`config.mk`:
```
export PLATFORM = sky130hd
export DESIGN_NAME = pipelined_cla_adder
export DESIGN_NICKNAME = d
export VERILOG_FILES = /design/src/rtl/tpu_arith_pkg.sv /design/src/rtl/cla_chunk.sv /design/src/rtl/pipelined_cla_adder.sv
export SDC_FILE = /design/constraint.sdc
export NUM_CORES = 1
export LEC_CHECK = 0
export ABC_AREA = 1
export BUFFER_PORTS_ARGS = -buffer_cell sky130_fd_sc_hd__buf_4
export CAP_MARGIN = 30
export CORE_ASPECT_RATIO = 0.5
export CORE_UTILIZATION = 55
export DETAILED_ROUTE_END_ITERATION = 10
export MAX_ROUTING_LAYER = met4
export PLACE_DENSITY = 0.76
export SLEW_MARGIN = 20
export SYNTH_ARGS = -nofsm -noshare
export SYNTH_HDL_FRONTEND = slang
export SYNTH_HIERARCHICAL = 1
export SYNTH_SLANG_ARGS = --single-unit
```
`constraint.sdc`:
```
create_clock -name clk -period 11.64 [get_ports clk]
set_clock_uncertainty 0.15 [all_clocks]
set_input_delay 0 -clock clk [delete_from_list [all_inputs] [get_ports clk]]
set_output_delay 0 -clock clk [all_outputs]
set_load 0.05 [all_outputs]
```
`src/rtl/tpu_arith_pkg.sv`:
```
// Shared definitions for the TPU datapath adders: op encoding and the
// chunk-width helpers used to split an operand across pipeline stages.
package tpu_arith_pkg;

    localparam logic OP_ADD = 1'b0;
    localparam logic OP_SUB = 1'b1;

    function automatic bit chunk_width_ok(int unsigned width, int unsigned num_stages);
        if (num_stages == 0 || width == 0) begin
            return 1'b0;
        end
        return (width % num_stages) == 0;
    endfunction

    // Falls back to 1 on an illegal split so the elaboration check is what reports it.
    function automatic int unsigned chunk_width(int unsigned width, int unsigned num_stages);
        if (!chunk_width_ok(width, num_stages)) begin
            return 1;
        end
        return width / num_stages;
    endfunction

endpackage

```
`src/rtl/cla_chunk.sv`:
```
// Combinational carry-lookahead adder over one CHUNK-bit slice, with group
// propagate/generate for a future second lookahead level.
module cla_chunk #(
    parameter int unsigned CHUNK = 8
) (
    input  logic [CHUNK-1:0] a,
    input  logic [CHUNK-1:0] b,
    input  logic             ci,
    output logic [CHUNK-1:0] s,
    output logic             co,
    output logic             grp_p,
    output logic             grp_g
);

    logic [CHUNK-1:0] g;
    logic [CHUNK-1:0] p;

    assign g     = a & b;
    assign p     = a | b;
    assign grp_p = &p;

    always_comb begin
        logic c;
        logic gg;
        c  = ci;
        gg = 1'b0;
        s  = '0;
        for (int j = 0; j < CHUNK; j++) begin
            s[j] = a[j] ^ b[j] ^ c;
            c    = g[j] | (p[j] & c);
            gg   = g[j] | (p[j] & gg);
        end
        co    = c;
        grp_g = gg;
    end

endmodule

```
`src/rtl/pipelined_cla_adder.sv`:
```
// Pipelined carry-lookahead adder/subtractor: one CHUNK-bit slice resolved per stage,
// carry registered between stages, valid/ready handshake with a single global advance.
module pipelined_cla_adder
    import tpu_arith_pkg::*;
#(
    parameter int unsigned WIDTH      = 32,
    parameter int unsigned NUM_STAGES = 4
) (
    input  logic             clk,
    input  logic             rst,
    input  logic             in_valid,
    output logic             in_ready,
    input  logic [WIDTH-1:0] in_a,
    input  logic [WIDTH-1:0] in_b,
    input  logic             in_ci,
    input  logic             in_sub,
    output logic             out_valid,
    input  logic             out_ready,
    output logic [WIDTH-1:0] out_sum,
    output logic             out_co,
    output logic             out_ovf
);

    localparam int unsigned CHUNK = chunk_width(WIDTH, NUM_STAGES);

    if (!chunk_width_ok(WIDTH, NUM_STAGES)) begin : g_param_check
        $error("pipelined_cla_adder: WIDTH %0d is not a multiple of NUM_STAGES %0d",
               WIDTH, NUM_STAGES);
    end

    // Stage k registers: operands still to be consumed, partial sum, carry out of chunk k.
    logic [NUM_STAGES-1:0]            valid_q;
    logic [NUM_STAGES-1:0]            carry_q;
    logic [NUM_STAGES-1:0][WIDTH-1:0] a_q;
    logic [NUM_STAGES-1:0][WIDTH-1:0] b_q;
    logic [NUM_STAGES-1:0][WIDTH-1:0] sum_q;
    logic                             ovf_q;

    // Combinational inputs/results of each stage, captured into the stage registers.
    logic [NUM_STAGES-1:0]            st_valid;
    logic [NUM_STAGES-1:0]            st_ci;
    logic [NUM_STAGES-1:0]            st_co;
    logic [NUM_STAGES-1:0]            st_grp_p;
    logic [NUM_STAGES-1:0]            st_grp_g;
    logic [NUM_STAGES-1:0][WIDTH-1:0] st_a;
    logic [NUM_STAGES-1:0][WIDTH-1:0] st_b;
    logic [NUM_STAGES-1:0][WIDTH-1:0] st_sum;

    logic [WIDTH-1:0] b_eff;
    logic             ci_eff;
    logic             en;
    logic             ovf_d;

    assign b_eff  = (in_sub == OP_ADD) ? in_b : ~in_b;
    assign ci_eff = (in_sub == OP_SUB) ? 1'b1 : in_ci;

    assign en       = out_ready | ~valid_q[NUM_STAGES-1];
    assign in_ready = en;

    for (genvar k = 0; k < NUM_STAGES; k++) begin : g_stage
        logic [CHUNK-1:0] s_chunk;

        if (k == 0) begin : g_head
            assign st_valid[k] = in_valid;
            assign st_a[k]     = in_a;
            assign st_b[k]     = b_eff;
            assign st_ci[k]    = ci_eff;
            assign st_sum[k]   = WIDTH'(s_chunk);
        end else begin : g_body
            assign st_valid[k] = valid_q[k-1];
            assign st_a[k]     = a_q[k-1];
            assign st_b[k]     = b_q[k-1];
            assign st_ci[k]    = carry_q[k-1];
            // Chunk k of the partial sum is still zero, so OR merges in the new slice.
            assign st_sum[k]   = sum_q[k-1] | (WIDTH'(s_chunk) << (k * CHUNK));
        end

        cla_chunk #(
            .CHUNK (CHUNK)
        ) u_chunk (
            .a     (st_a[k][k*CHUNK +: CHUNK]),
            .b     (st_b[k][k*CHUNK +: CHUNK]),
            .ci    (st_ci[k]),
            .s     (s_chunk),
            .co    (st_co[k]),
            .grp_p (st_grp_p[k]),
            .grp_g (st_grp_g[k])
        );
    end

    // Overflow is decided where the MSB chunk resolves, then registered with the sum.
    assign ovf_d = (st_a[NUM_STAGES-1][WIDTH-1] == st_b[NUM_STAGES-1][WIDTH-1]) &&
                   (st_sum[NUM_STAGES-1][WIDTH-1] != st_a[NUM_STAGES-1][WIDTH-1]);

    always_ff @(posedge clk) begin
        if (rst) begin
            valid_q <= '0;
            carry_q <= '0;
            a_q     <= '0;
            b_q     <= '0;
            sum_q   <= '0;
            ovf_q   <= 1'b0;
        end else if (en) begin
            valid_q <= st_valid;
            carry_q <= st_co;
            a_q     <= st_a;
            b_q     <= st_b;
            sum_q   <= st_sum;
            ovf_q   <= ovf_d;
        end
    end

    assign out_valid = valid_q[NUM_STAGES-1];
    assign out_sum   = sum_q[NUM_STAGES-1];
    assign out_co    = carry_q[NUM_STAGES-1];
    assign out_ovf   = ovf_q;

    // Last-stage operands and group P/G have no consumer yet.
    logic unused_tail;
    assign unused_tail = ^{a_q[NUM_STAGES-1], b_q[NUM_STAGES-1], st_grp_p, st_grp_g};

endmodule
```
==> flow_summary.json <==
{
  "run_status": "completed",
  "worstReg2RegEnd": "out_ovf",
  "core_um2": 13600,
  "syn-num-nets": 1074,
  "seqCellArea_um2": 3700,
  "fillcell_total": 1093,
  "drt_iter0_drc": 522,
  "crit_arrival_ps": 4250,
  "worst-r2r-setup-slack_ps": 7560,
  "cts_max_path_buffers": 2,
  "r2r-start": "a_q[88]",
  "pin_count": 106,
  "timing.critical_path.cells": "fa_1 -> fa_1 -> inv_1 -> fa_1 -> inv_1 -> fa_1 -> fa_1 -> fa_1 -> fa_1 -> inv_1 -> fa_1 -> inv_1 -> inv_1 -> nand3_1 -> nand3_1 -> nand2_1 -> inv_1",
  "globalRoute.totalOverflow": 0,
  "clk_pin_slew_ps": 70,
  "cts_tree": "yes",
  "post_drt_wl_per_cell_um": 12.2,
  "timing_hold_violations_final": 0,
  "core.rowCount": 30,
  "synthesis.instances": 972,
  "cpLargestDelayFamily": "adder cells",
  "antenna-diode-count": 0,
  "h-tree-depth": 4,
  "mappedNetlistArea_um2": 7640,
  "syn-mean-instance-area_um2": 7.86,
  "die_h_um": 85.4,
  "clk-insertion-delay-late_ps": 420,
  "totalWireLength_um": 16000,
  "design.final.nets": 1204,
  "r2r.worst_path.cells": 17,
  "clock_sink_count": 185,
  "drt_pass_1_iters": 5,
  "layout-drive-gt1-share_pct": 13.2,
  "crit_type": "register to register",
  "detail_route.drc_violations": 0,
  "max_slew_margin_pct": 50.2,
  "via_count_of_the_first_global_routing_pass": 6090,
  "number_of_gates_on_the_worst_path_with_buffers_counted": 17,
  "hpwlAfterDp_um": 9300,
  "worst_setup_path_start_kind": "register",
  "final_max_slew_viol_count": 0,
  "grt_antenna_before_repair": 0,
  "timing_startpoint_of_the_critical_path": "a_q[88]",
  "setup_total_negative_slack_ps": 0,
  "route.antenna.remaining_nets": 0,
  "worst_pin_slew_ps": 746,
  "max-vdd-ir-drop_mv": 0.100,
  "timing.critical_path.to_type": "register",
  "cellPowerDensity_nw_per_um2": 152,
  "io_buffers": 105,
  "tritoncts.num_buffers": 17,
  "area_enclosed_by_the_die_boundary_um2": 14400,
  "die_w_um": 169,
  "number_of_vias_after_detailed_routing": 6438,
  "synth_to_final_area_change_pct": 25.1,
  "min_path_type": "input pin to register",
  "crit_fanout": 3,
  "max_cap_violations": 0,
  "worst_setup_path_endpoint": "out_ovf",
  "vias_per_instance": 4.93,
  "grt_use_total_pct": 23.7,
  "layout_worst_path_cycle_share_pct": 35.0,
  "initial_standard_cell_utilization_of_the_core_pct": 56.4,
  "wire_length_of_the_first_global_routing_pass_um": 26900,
  "grt_start_max_net_pins": 119,
  "setup_viol_count_final": 0,
  "finalCriticalPeriod_ps": 4080,
  "multiInputGateArea_um2": 3300,
  "cts_setup_buffers": 0,
  "rsz_0062_raised_after_global_routing": "false",
  "cp_peak_stage_delay_ps": 430,
  "critical_path.slowest_cell": "fa_1",
  "report.power.total_mw": 1.45,
  "worst-endpoint-required_ps": 11810,
  "p_leak_nw": 4.22,
  "gp_routability_congestion": 0.790,
  "critical_path.most_common_cell": "fa_1",
  "clock.fmax_mhz": 245,
  "clockRootBuffer": "clkbuf_16",
  "synth.yosys.warnings": 6,
  "timing.critical_path.buf_inv": 6
}
## through the flow
| stage | cell area, um^2 | setup WS [ps] | hold slack, ps | std cells | utilization, % |
|---|---|---|---|---|---|
| global route | 9560 | 7360 | 58.7 | 1307 | 70.5 |
| CTS | 9520 | 7540 | 3.60 | 1305 | 70.2 |
| global placement | 8280 | 7590 | 38.2 | 1206 | 61.1 |
| floorplan | 7640 | 7700 | -77.6 | 972 | - |
| detailed placement | 8280 | 7570 | 43.2 | 1206 | 61.1 |
| finish | 9560 | 7560 | 5.09 | 1307 | 70.5 |
## worst reg2reg max path: cells and delay by family, from the launching register on
family,cells,cell delay [ps]
adders and majority gates,8,2910
DFF,1,330
and+or+nand+nor,3,200
buffers and inverters,6,380
## area by class of cell
| type | count | area share [%] |
|---|---|---|
| sequential | 185 | 38.7 |
| inverter | 58 | 2.33 |
| clock buffer | 19 | 4.63 |
| tap | 192 | 2.51 |
| timing repair buffer | 177 | 15.9 |
| clock inverter | 13 | 1.31 |
| multi-input combinational | 663 | 34.6 |
## registers in the layout, summed over array words and instances (netlist names)
register / flops
out_ovf: 1
out_sum: 32
sum_q: 48
b_q: 48
valid_q: 4
carry_q: 4
a_q: 48
## power breakdown
part | switching, mW | total, mW | internal (mW) | leakage (nW)
combinational | 0.108 | 0.197 | 0.0889 | 2.42
sequential | 0.0246 | 0.703 | 0.678 | 1.52
clock | 0.259 | 0.548 | 0.289 | 0.270
total | 0.392 | 1.45 | 1.06 | 4.22
## routing by layer
layer | vias up | track usage [%] | wire (um)
li1 | 3289 | - | -
met1 | 3032 | 28.5 | 7130
met2 | 101 | 41.0 | 8170
met3 | 16 | 4.71 | 515
met4 | 0 | 6.20 | 133
met5 | - | - | 0
## layout by cell type (no fill, tap or decap), drive strengths merged
cell / count
nor2: 376
dfxtp: 185
o21ai: 183
buf: 110
dlygate4sd3: 67
inv: 66
nand2: 51
fa: 32
clkbuf: 19
xor2: 8
a21oi: 8
nand3: 4
clkinvlp: 3
clkinv: 2
or2: 1
## worst min path at each step
stage,from,to,slack (ps),depth (start not counted)
after floorplan,rst,valid_q[3],-80,1
after detailed placement,rst,valid_q[3],40,2
final,in_b[7],sum_q[7],5,7
after global routing,in_a[2],sum_q[2],60,6
after global placement,rst,valid_q[3],40,2
after CTS,in_b[7],sum_q[7],4,7
## repair_timing
| item | CTS | global route |
|---|---|---|
| endpoints found under the setup margin | 0 | 0 |
| hold buffers | 67 | 0 |
| gates resized for setup | 0 | 0 |
| endpoints found under the hold margin | 59 | 0 |
(Power assumes the default switching activity.)
